`config.mk`:
```
export PLATFORM = sky130hd
export DESIGN_NAME = histogram_decompressor
export DESIGN_NICKNAME = d
export VERILOG_FILES = /design/src/rtl/histogram_decompressor.sv
export SDC_FILE = /design/constraint.sdc
export NUM_CORES = 1
export LEC_CHECK = 0
export CAP_MARGIN = 0
export CORE_UTILIZATION = 52
export CTS_CLUSTER_SIZE = 14
export DETAILED_ROUTE_END_ITERATION = 8
export PLACE_DENSITY = 0.82
export SYNTH_ARGS = -nofsm -noshare
export SYNTH_HDL_FRONTEND = slang
export SYNTH_SLANG_ARGS = --single-unit
```
`constraint.sdc`:
```
create_clock -name clk -period 2.3 [get_ports clk]
set_input_delay 0.23 -clock clk [delete_from_list [all_inputs] [get_ports clk]]
set_output_delay 0.23 -clock clk [all_outputs]
set_load 0.005 [all_outputs]
```
`src/rtl/histogram_decompressor.sv`:
```
// Regenerates a stream of {a,b} bit-pairs from a four-bin histogram, one pair per
// valid/ready transfer, grouped in bin order 00, 01, 10, 11.
module histogram_decompressor #(
  parameter int unsigned STREAM_LENGTH = 128,
  parameter int unsigned COUNTER_WIDTH = $clog2(STREAM_LENGTH + 1)
) (
  input  logic                     clk,
  input  logic                     rst,
  input  logic                     start,
  input  logic [COUNTER_WIDTH-1:0] count_00,
  input  logic [COUNTER_WIDTH-1:0] count_01,
  input  logic [COUNTER_WIDTH-1:0] count_10,
  input  logic [COUNTER_WIDTH-1:0] count_11,
  input  logic                     ready_in,
  output logic                     valid_out,
  output logic                     stream_a,
  output logic                     stream_b,
  output logic                     busy,
  output logic                     done,
  output logic                     err
);

  localparam int unsigned SUM_W  = COUNTER_WIDTH + 2;
  localparam int unsigned EMIT_W = $clog2(STREAM_LENGTH + 1);

  typedef enum logic [1:0] {IDLE, LOAD, EMIT, DONE} state_t;

  state_t                          state_q, state_d;
  logic [3:0][COUNTER_WIDTH-1:0]   rem_q, rem_d;
  logic [1:0]                      bin_q, bin_d;
  logic [EMIT_W-1:0]               emitted_q, emitted_d;
  logic                            err_d;
  logic [SUM_W-1:0]                sum;
  logic                            sum_ok;
  logic                            xfer;
  logic [1:0]                      first_bin, next_bin;
  logic                            first_hit, next_hit;

  assign sum = SUM_W'(count_00) + SUM_W'(count_01) + SUM_W'(count_10) + SUM_W'(count_11);
  assign sum_ok = (32'(sum) == STREAM_LENGTH);
  assign xfer = valid_out && ready_in;

  // Lowest nonzero bin overall, and lowest nonzero bin above the current one.
  always_comb begin
    first_bin = 2'd0;
    first_hit = 1'b0;
    next_bin  = bin_q;
    next_hit  = 1'b0;
    for (int i = 0; i < 4; i++) begin
      if (!first_hit && rem_q[i] != '0) begin
        first_bin = 2'(i);
        first_hit = 1'b1;
      end
      if (!next_hit && i > int'(bin_q) && rem_q[i] != '0) begin
        next_bin = 2'(i);
        next_hit = 1'b1;
      end
    end
  end

  always_comb begin
    state_d   = state_q;
    rem_d     = rem_q;
    bin_d     = bin_q;
    emitted_d = emitted_q;
    err_d     = 1'b0;
    case (state_q)
      IDLE: begin
        if (start) begin
          if (sum_ok) begin
            rem_d   = {count_11, count_10, count_01, count_00};
            state_d = LOAD;
          end else begin
            err_d = 1'b1;
          end
        end
      end
      LOAD: begin
        bin_d     = first_bin;
        emitted_d = '0;
        state_d   = EMIT;
      end
      EMIT: begin
        if (xfer) begin
          if (rem_q[bin_q] != '0) begin
            rem_d[bin_q] = rem_q[bin_q] - COUNTER_WIDTH'(1);
          end
          if (emitted_q != EMIT_W'(STREAM_LENGTH)) begin
            emitted_d = emitted_q + EMIT_W'(1);
          end
          // Bin drained: move to the next populated bin on the same edge.
          if (rem_q[bin_q] == COUNTER_WIDTH'(1)) begin
            bin_d = next_bin;
          end
          if (emitted_q == EMIT_W'(STREAM_LENGTH - 1)) begin
            state_d = DONE;
          end
        end
      end
      DONE: begin
        state_d = IDLE;
      end
      default: begin
        state_d = IDLE;
      end
    endcase
  end

  // State, datapath and registered outputs, all derived from the next state.
  always_ff @(posedge clk or posedge rst) begin
    if (rst) begin
      state_q   <= IDLE;
      rem_q     <= '0;
      bin_q     <= '0;
      emitted_q <= '0;
      valid_out <= 1'b0;
      stream_a  <= 1'b0;
      stream_b  <= 1'b0;
      busy      <= 1'b0;
      done      <= 1'b0;
      err       <= 1'b0;
    end else begin
      state_q   <= state_d;
      rem_q     <= rem_d;
      bin_q     <= bin_d;
      emitted_q <= emitted_d;
      valid_out <= (state_d == EMIT);
      stream_a  <= (state_d == EMIT) && bin_d[1];
      stream_b  <= (state_d == EMIT) && bin_d[0];
      busy      <= (state_d != IDLE);
      done      <= (state_d == DONE);
      err       <= err_d;
    end
  end

endmodule

```
==> results.sh, run 1 <==
export IMPL_final_cells=629
export IMPL_postLayoutCoreUtil_pct=80.7
export IMPL_switching_share_pct=44.9
export IMPL_largest_net_degree_at_the_start_of_global_routing=29
export IMPL_synth_seq_cells=50
export IMPL_grt_antenna_before_repair=0
export IMPL_crit_path_max_fanout=3
export IMPL_synthesized_instance_count=373
export IMPL_vias_per_cell=6.58
export IMPL_worst_path_most_repeated_cell="sky130_fd_sc_hd__fa_1"
export IMPL_net_switching_power_w=0.00319
export IMPL_cp_slowest_cell="sky130_fd_sc_hd__fa_1"
export IMPL_synthesis_area_per_instance_um2=10.0
export IMPL_drt_pre_antenna_iters=6
export IMPL_postRouteWirelength_mm=14.4
export IMPL_grt_pass1_vias=4030
export IMPL_clockBufferDepth=2
export IMPL_cts_inserted_buffers=5
export IMPL_tritoncts_clock_tree="yes"
export IMPL_max_slew_margin_pct=58.3
export IMPL_diodes=0
export IMPL_finalWeightedCongestion=0.960
export IMPL_worstPathCellList="buf_6 -> fa_1 -> fa_1 -> ha_2 -> inv_2 -> fa_1 -> or4b_4 -> a211oi_2 -> buf_4 -> o211ai_1 -> a2111oi_4 -> a21oi_2 -> or2_1 -> a221o_1"
export IMPL_yosys_top_cells_count="sky130_fd_sc_hd__dfrtp_1 (50), sky130_fd_sc_hd__nor2_1 (30), sky130_fd_sc_hd__inv_1 (25), sky130_fd_sc_hd__nand2_1 (25), sky130_fd_sc_hd__nor3_1 (18)"
export IMPL_required_ns=2.50
export IMPL_synth_enable_flop_cells=0
export IMPL_synth_top_cell_area_share_pct=33.4
export IMPL_port_buffers=41
export IMPL_fp_row_count=30
export IMPL_clock_power_share_pct=8.5
export IMPL_period_share_pct=171
export IMPL_grt_usage_pct=37.2
export IMPL_startpoint_type="input port"
export IMPL_cellInternalPower_w=0.00392
export IMPL_pin_count=42
export IMPL_timing_final_hold_violations=0
export IMPL_filler_cells_inserted=401
export IMPL_cts_sinks=50
export IMPL_grt_setup_unrepaired="true"
export IMPL_worst_setup_path_type="in2reg"
export IMPL_power_frac_comb_pct=69.4
export IMPL_outcome="finished with violations"
export IMPL_synth_seq_area_share_pct=33.4
export IMPL_post_route_drc_count=0
export IMPL_dr_first_iter_drc_count=440
export IMPL_number_of_setup_violations_in_the_final_report=41
export IMPL_netlist_cell_type_count=68
export IMPL_ir_drop_uv=535
export IMPL_die_area_um2=7540
export IMPL_die_height_um=86.9
export IMPL_layout_drive_gt1_share_pct=38.8
export IMPL_regArea_um2=1250
export IMPL_timing_max_cap_violations=0
export IMPL_violations="setup timing"
export IMPL_yosys_warnings=0
export IMPL_power_density_nw_per_um2=1280
export IMPL_post_route_worst_setup_slack_ns=-1.64
export IMPL_finalMaxSlewViolations=0
export IMPL_clock_latency_ns=0.31
export IMPL_detailedPlacementHpwl_mm=9.76
export IMPL_timing_worst_slew_pin_value_ns=0.620
export IMPL_htree_levels=2
export IMPL_globalRoute_totalOverflow=0
export IMPL_multi_input_comb_area_um2=2530
export IMPL_min_cycle_time_layout_ns=3.94
export IMPL_asyncSetResetFlopFracSynth_pct=100
export IMPL_grt_pass1_wl_mm=20.8
export IMPL_worst_ep_arrival_time_ns=4.14
export IMPL_vias=4138
export IMPL_synth_area_um2=3740
export IMPL_clockRootBuffer="sky130_fd_sc_hd__clkbuf_8"
export IMPL_post_synth_top_area_cell="sky130_fd_sc_hd__dfrtp_1"
export IMPL_floorplan_core_area_um2=6870
export IMPL_post_synth_top_count_cell="sky130_fd_sc_hd__dfrtp_1"
export IMPL_start_util_pct=54.5
export IMPL_final_net_count=600
export IMPL_worst_hold_path_type="in2reg"
export IMPL_area_growth_pct=48.1
export IMPL_critPathMaxStageDelay_ns=0.53
export IMPL_antenna_violating_nets_remaining=0
export IMPL_fin_worst_skew_ns=0.00644
export IMPL_synth_top_flop_cell="sky130_fd_sc_hd__dfrtp_1"
export IMPL_die_x_um=86.9
export IMPL_fmaxAchievable_mhz=254
export IMPL_setup_worst_path_end_class="flip-flop"
export IMPL_clkTransAtPathRegs_ns=0.10
export IMPL_p_leak_nw=2.46
export IMPL_power_sequential_fraction_pct=22.1
export IMPL_postSynthNetCount=441
export IMPL_post_drt_wl_per_cell_um=22.8
export IMPL_synth_top_cells_by_area="sky130_fd_sc_hd__dfrtp_1 (33%), sky130_fd_sc_hd__fa_1 (8.6%), sky130_fd_sc_hd__mux4_2 (5.4%)"
export IMPL_post_place_cells=599
[stage by stage]
step	hold WS (ns)	TNS, ns	power, W	instance area, µm²	worst slack, ns
6_report	0.246	-60.63	0.00711	5540	-1.64
5_1_grt	0.244	-64.73	0.00736	5540	-1.79
4_1_cts	0.278	-59.53	0.00651	5360	-1.62
3_5_place_dp	0.570	-84.11	0.00546	5010	-2.21
3_3_place_gp	0.549	-81.01	0.00531	5010	-2.12
2_1_floorplan	0.352	-55.16	0.00369	3750	-1.50
[layout make-up]
class                      instances  area share, %
multi-input combinational        282           45.6
timing repair buffer             168           26.0
sequential                        50           22.6
tap                               96           2.17
clock buffer                       7           1.74
inverter                          25           1.69
clock inverter                     1          0.158
[flip-flops by register name, indices dropped and copies added (netlist names)]
name / flops
bin_q: 2
valid_out: 1
busy: 1
state_q: 2
done: 1
stream_a: 1
emitted_q: 8
stream_b: 1
err: 1
rem_q: 32
[critical path: cells and delay by family]
family	cells	cell delay [ns]
AND/OR/NAND/NOR	2	0.73
buffers and inverters	3	0.28
adder cells (fa/ha/maj)	4	1.72
AO/OA/AOI/OAI	5	1.18
[cells in the final DEF, fill, tap and decap left out, types with 9 or more instances in the layout]
| cell | instances |
|---|---|
| sky130_fd_sc_hd__buf_4 | 108 |
| sky130_fd_sc_hd__dfrtp_1 | 48 |
| sky130_fd_sc_hd__clkdlybuf4s50_1 | 31 |
| sky130_fd_sc_hd__nor2_1 | 28 |
| sky130_fd_sc_hd__nand2_1 | 23 |
| sky130_fd_sc_hd__inv_1 | 20 |
| sky130_fd_sc_hd__buf_6 | 17 |
| sky130_fd_sc_hd__fa_1 | 15 |
| sky130_fd_sc_hd__o21ai_0 | 13 |
| sky130_fd_sc_hd__nor3_1 | 13 |
| sky130_fd_sc_hd__a221o_1 | 13 |
| sky130_fd_sc_hd__ha_1 | 13 |
| sky130_fd_sc_hd__a21oi_1 | 11 |
| sky130_fd_sc_hd__mux4_2 | 9 |
| sky130_fd_sc_hd__a2bb2oi_2 | 9 |
[power groups by stage]
| stage | clock network [W] | logic (W) | registers, W |
|---|---|---|---|
| detailed placement | 0 | 0.00395 | 0.00152 |
| floorplan | 0 | 0.00224 | 0.00145 |
| CTS | 0.000591 | 0.00441 | 0.00151 |
| global route | 0.000635 | 0.00514 | 0.00158 |
| finish | 0.000604 | 0.00493 | 0.00157 |
| global placement | 0 | 0.00382 | 0.00150 |
[routing by layer]
metal / global-route usage [%] / routed length [µm]
met4: 24.5 / 1140
met3: 6.45 / 1440
met5: 0 / 0
met1: 44.1 / 5030
met2: 62.3 / 6750
[cells by family after synthesis]
group	synth area share (%)
flip-flops	33.4
XOR/XNOR	2.34
adder cells (fa/ha/maj)	13.9
multiplexers	5.68
AO/OA/AOI/OAI	22.6
buffers and inverters	5.01
AND/OR/NAND/NOR	17.1
[path summary, 6_finish.rpt]
check | from | endpoint | slack [ns] | cells after the start
worst max-delay path | count_00[1] | rem_q[2] | -1.64 | 14
worst min-delay path | count_00[1] | rem_q[1] | 0.25 | 4
worst max register to register | rem_q[7] | rem_q[11] | -0.48 | 9
worst min register to register | emitted_q[7] | emitted_q[7] | 0.60 | 2
max in group asynchronous | rst | bin_q[1] | 1.47 | 3
min in group asynchronous | rst | emitted_q[4] | 0.28 | 2
[repair_timing]
action | in CTS | in global routing
endpoints found under the setup margin | 42 | 42
gates resized for setup | 79 | 28
gates cloned | 0 | 1
endpoints found under the hold margin | 0 | 0
hold buffers | 0 | 0
pin swaps | 32 | 19
setup buffers | 18 | 6
Note: power is estimated with default switching activity, not from simulation.
==> run 2: changes to the inputs <==
--- a/config.mk
+++ b/config.mk
@@ -7,8 +7,8 @@
 export LEC_CHECK = 0
 export CAP_MARGIN = 0
-export CORE_UTILIZATION = 52
+export CORE_UTILIZATION = 57
 export CTS_CLUSTER_SIZE = 14
 export DETAILED_ROUTE_END_ITERATION = 8
-export PLACE_DENSITY = 0.82
+export PLACE_DENSITY = 0.85
 export SYNTH_ARGS = -nofsm -noshare
 export SYNTH_HDL_FRONTEND = slang
==> constraint.sdc (replaced) <==
create_clock -name clk -period 3.7 [get_ports clk]
set_input_delay 0.37 -clock clk [delete_from_list [all_inputs] [get_ports clk]]
set_output_delay 0.37 -clock clk [all_outputs]
set_load 0.02 [all_outputs]
==> results.sh, run 2 (synthesized netlist as in run 1, its figures left out) <==
export IMPL_htree_levels=2
export IMPL_startpoint_type="input port"
export IMPL_cp_slowest_cell="sky130_fd_sc_hd__fa_1"
export IMPL_die_height_um=83.0
export IMPL_largest_register_ff_count=32
export IMPL_grt_pass1_wl_mm=19.0
export IMPL_ir_drop_uv=504
export IMPL_globalRoute_totalOverflow=0
export IMPL_finalMaxSlewViolations=0
export IMPL_clkTransAtPathRegs_ns=0.10
export IMPL_port_buffers=41
export IMPL_number_of_setup_violations_in_the_final_report=39
export IMPL_p_leak_nw=2.15
export IMPL_min_cycle_time_layout_ns=4.05
export IMPL_start_util_pct=59.0
export IMPL_tritoncts_clock_tree="yes"
export IMPL_pin_count=42
export IMPL_finish_instance_area_um2=5020
export IMPL_critPathMaxStageDelay_ns=0.50
export IMPL_die_area_um2=6900
export IMPL_fp_row_count=29
export IMPL_worst_ep_arrival_time_ns=4.31
export IMPL_floorplan_core_area_um2=6350
export IMPL_post_route_worst_setup_slack_ns=-0.353
export IMPL_crit_path_max_fanout=8
export IMPL_setup_worst_path_end_class="flip-flop"
export IMPL_vias=3772
export IMPL_antenna_violating_nets_remaining=0
export IMPL_die_x_um=83.0
export IMPL_cts_sinks=50
export IMPL_grt_antenna_before_repair=0
export IMPL_grt_usage_pct=35.6
export IMPL_fin_worst_skew_ns=0.00545
export IMPL_worst_hold_path_type="in2reg"
export IMPL_outcome="finished with violations"
export IMPL_filler_cells_inserted=367
export IMPL_drt_pre_antenna_iters=6
export IMPL_grt_pass1_vias=3679
export IMPL_clockRootBuffer="sky130_fd_sc_hd__clkbuf_8"
export IMPL_area_growth_pct=34.1
export IMPL_required_ns=3.95
export IMPL_placement_cell_area_um2=4590
export IMPL_timing_max_cap_violations=0
export IMPL_post_drt_wl_per_cell_um=22.8
export IMPL_timing_worst_slew_pin_value_ns=1.04
export IMPL_cts_inserted_buffers=5
export IMPL_clock_latency_ns=0.32
export IMPL_finalWeightedCongestion=1.05
export IMPL_power_density_nw_per_um2=800
export IMPL_layout_drive_gt1_share_pct=31.4
export IMPL_final_net_count=535
export IMPL_timing_final_hold_violations=0
export IMPL_dr_first_iter_drc_count=433
export IMPL_post_route_drc_count=0
export IMPL_most_common_layout_cells="sky130_fd_sc_hd__buf_4 (55), sky130_fd_sc_hd__dfrtp_1 (50), sky130_fd_sc_hd__nor2_1 (29), sky130_fd_sc_hd__clkdlybuf4s50_1 (29), sky130_fd_sc_hd__nand2_1 (24)"
export IMPL_detailedPlacementHpwl_mm=8.78
export IMPL_worstPathCellList="buf_6 -> fa_1 -> fa_1 -> ha_2 -> inv_2 -> fa_1 -> or4b_4 -> a211oi_4 -> o2111ai_2 -> a2111o_1 -> a21o_4 -> buf_12 -> a21oi_4 -> a2bb2oi_2"
export IMPL_max_slew_margin_pct=30.9
export IMPL_period_share_pct=110
export IMPL_diodes=0
export IMPL_largest_net_degree_at_the_start_of_global_routing=51
export IMPL_dpl_worst_slack_ns=-1.00
export IMPL_worst_setup_path_type="in2reg"
export IMPL_reg_largest_list="rem_q x32, emitted_q x8"
export IMPL_registers_top_by_ff_count="rem_q"
export IMPL_fmaxAchievable_mhz=247
export IMPL_worst_path_most_repeated_cell="sky130_fd_sc_hd__fa_1"
export IMPL_clockBufferDepth=2
export IMPL_final_common_cell="sky130_fd_sc_hd__buf_4"
export IMPL_vias_per_cell=6.92
export IMPL_postRouteWirelength_mm=12.4
export IMPL_cts_hold_buffers_added=0
export IMPL_violations="setup timing"
export IMPL_grt_setup_unrepaired="true"
run 2: cell types whose count changed in the layout (fill, tap and decap cells not counted), moves of 3 or more:
cell	change
sky130_fd_sc_hd__buf_6	-9
sky130_fd_sc_hd__nor3_4	+5
sky130_fd_sc_hd__nor3_1	-3
sky130_fd_sc_hd__buf_4	-53
run 2: metal layers:
metal | part of all wire, % | wire (µm) | GRT usage (%) | vias up
li1 | - | - | - | 1581
met5 | 0 | 0 | 0 | -
met3 | 9.2 | 1140 | 6.76 | 93
met4 | 7.2 | 888 | 18.5 | 0
met1 | 36 | 4480 | 45.7 | 1819
met2 | 48 | 5900 | 57.5 | 279
run 2: worst max-delay path: cells and delay by family:
family | cells | cell delay (ns)
simple gates | 1 | 0.48
fa+ha+maj | 4 | 1.64
buf+inv | 3 | 0.28
compound gates | 6 | 1.53
run 2: area by class of cell:
| cell class | count | area [µm²] | area share (%) |
|---|---|---|---|
| Clock buffer | 5 | 68.8 | 1.37 |
| Inverter | 25 | 93.8 | 1.87 |
| Sequential cell | 50 | 1250 | 24.9 |
| Tap cell | 77 | 96.3 | 1.92 |
| Clock inverter | 3 | 43.8 | 0.872 |
| Timing Repair Buffer | 103 | 897 | 17.9 |
| Multi-Input combinational cell | 282 | 2570 | 51.2 |
run 2: through the flow:
step                      TNS, ns  power (W)  utilization [%]  hold WS [ns]  cells
after global routing       -12.98    0.00420             79.1         0.298    545
after floorplan             -5.66    0.00231                -         0.487    373
after detailed placement   -34.63    0.00304             72.2         0.538    529
after CTS                  -10.98    0.00372             76.8         0.284    543
after global placement     -29.14    0.00297             72.2         0.535    529
final                       -9.75    0.00401             79.1         0.299    545
run 2: final timing paths:
check,startpoint,end,slack (ns),cells past startpoint
worst max-delay path,count_01[1],rem_q[26],-0.35,14
worst min-delay path,count_01[1],rem_q[9],0.30,2
worst max register to register,bin_q[0],rem_q[9],0.62,11
worst min register to register,rem_q[17],rem_q[17],0.57,1
max in group asynchronous,rst,rem_q[17],2.46,2
min in group asynchronous,rst,bin_q[0],0.60,2
run 2: power by group:
group,internal [W],leakage [nW],switching [W]
sequential,0.000765,0.623,0.000271
combinational,0.00117,1.47,0.00140
clock,0.000203,0.0585,0.000209
total,0.00214,2.15,0.00188
run 2: what timing repair did:
| action | in CTS | in global routing |
|---|---|---|
| pin swaps | 29 | 18 |
| resized for setup | 77 | 28 |
| setup endpoints to repair | 40 | 39 |
| setup buffers | 6 | 3 |
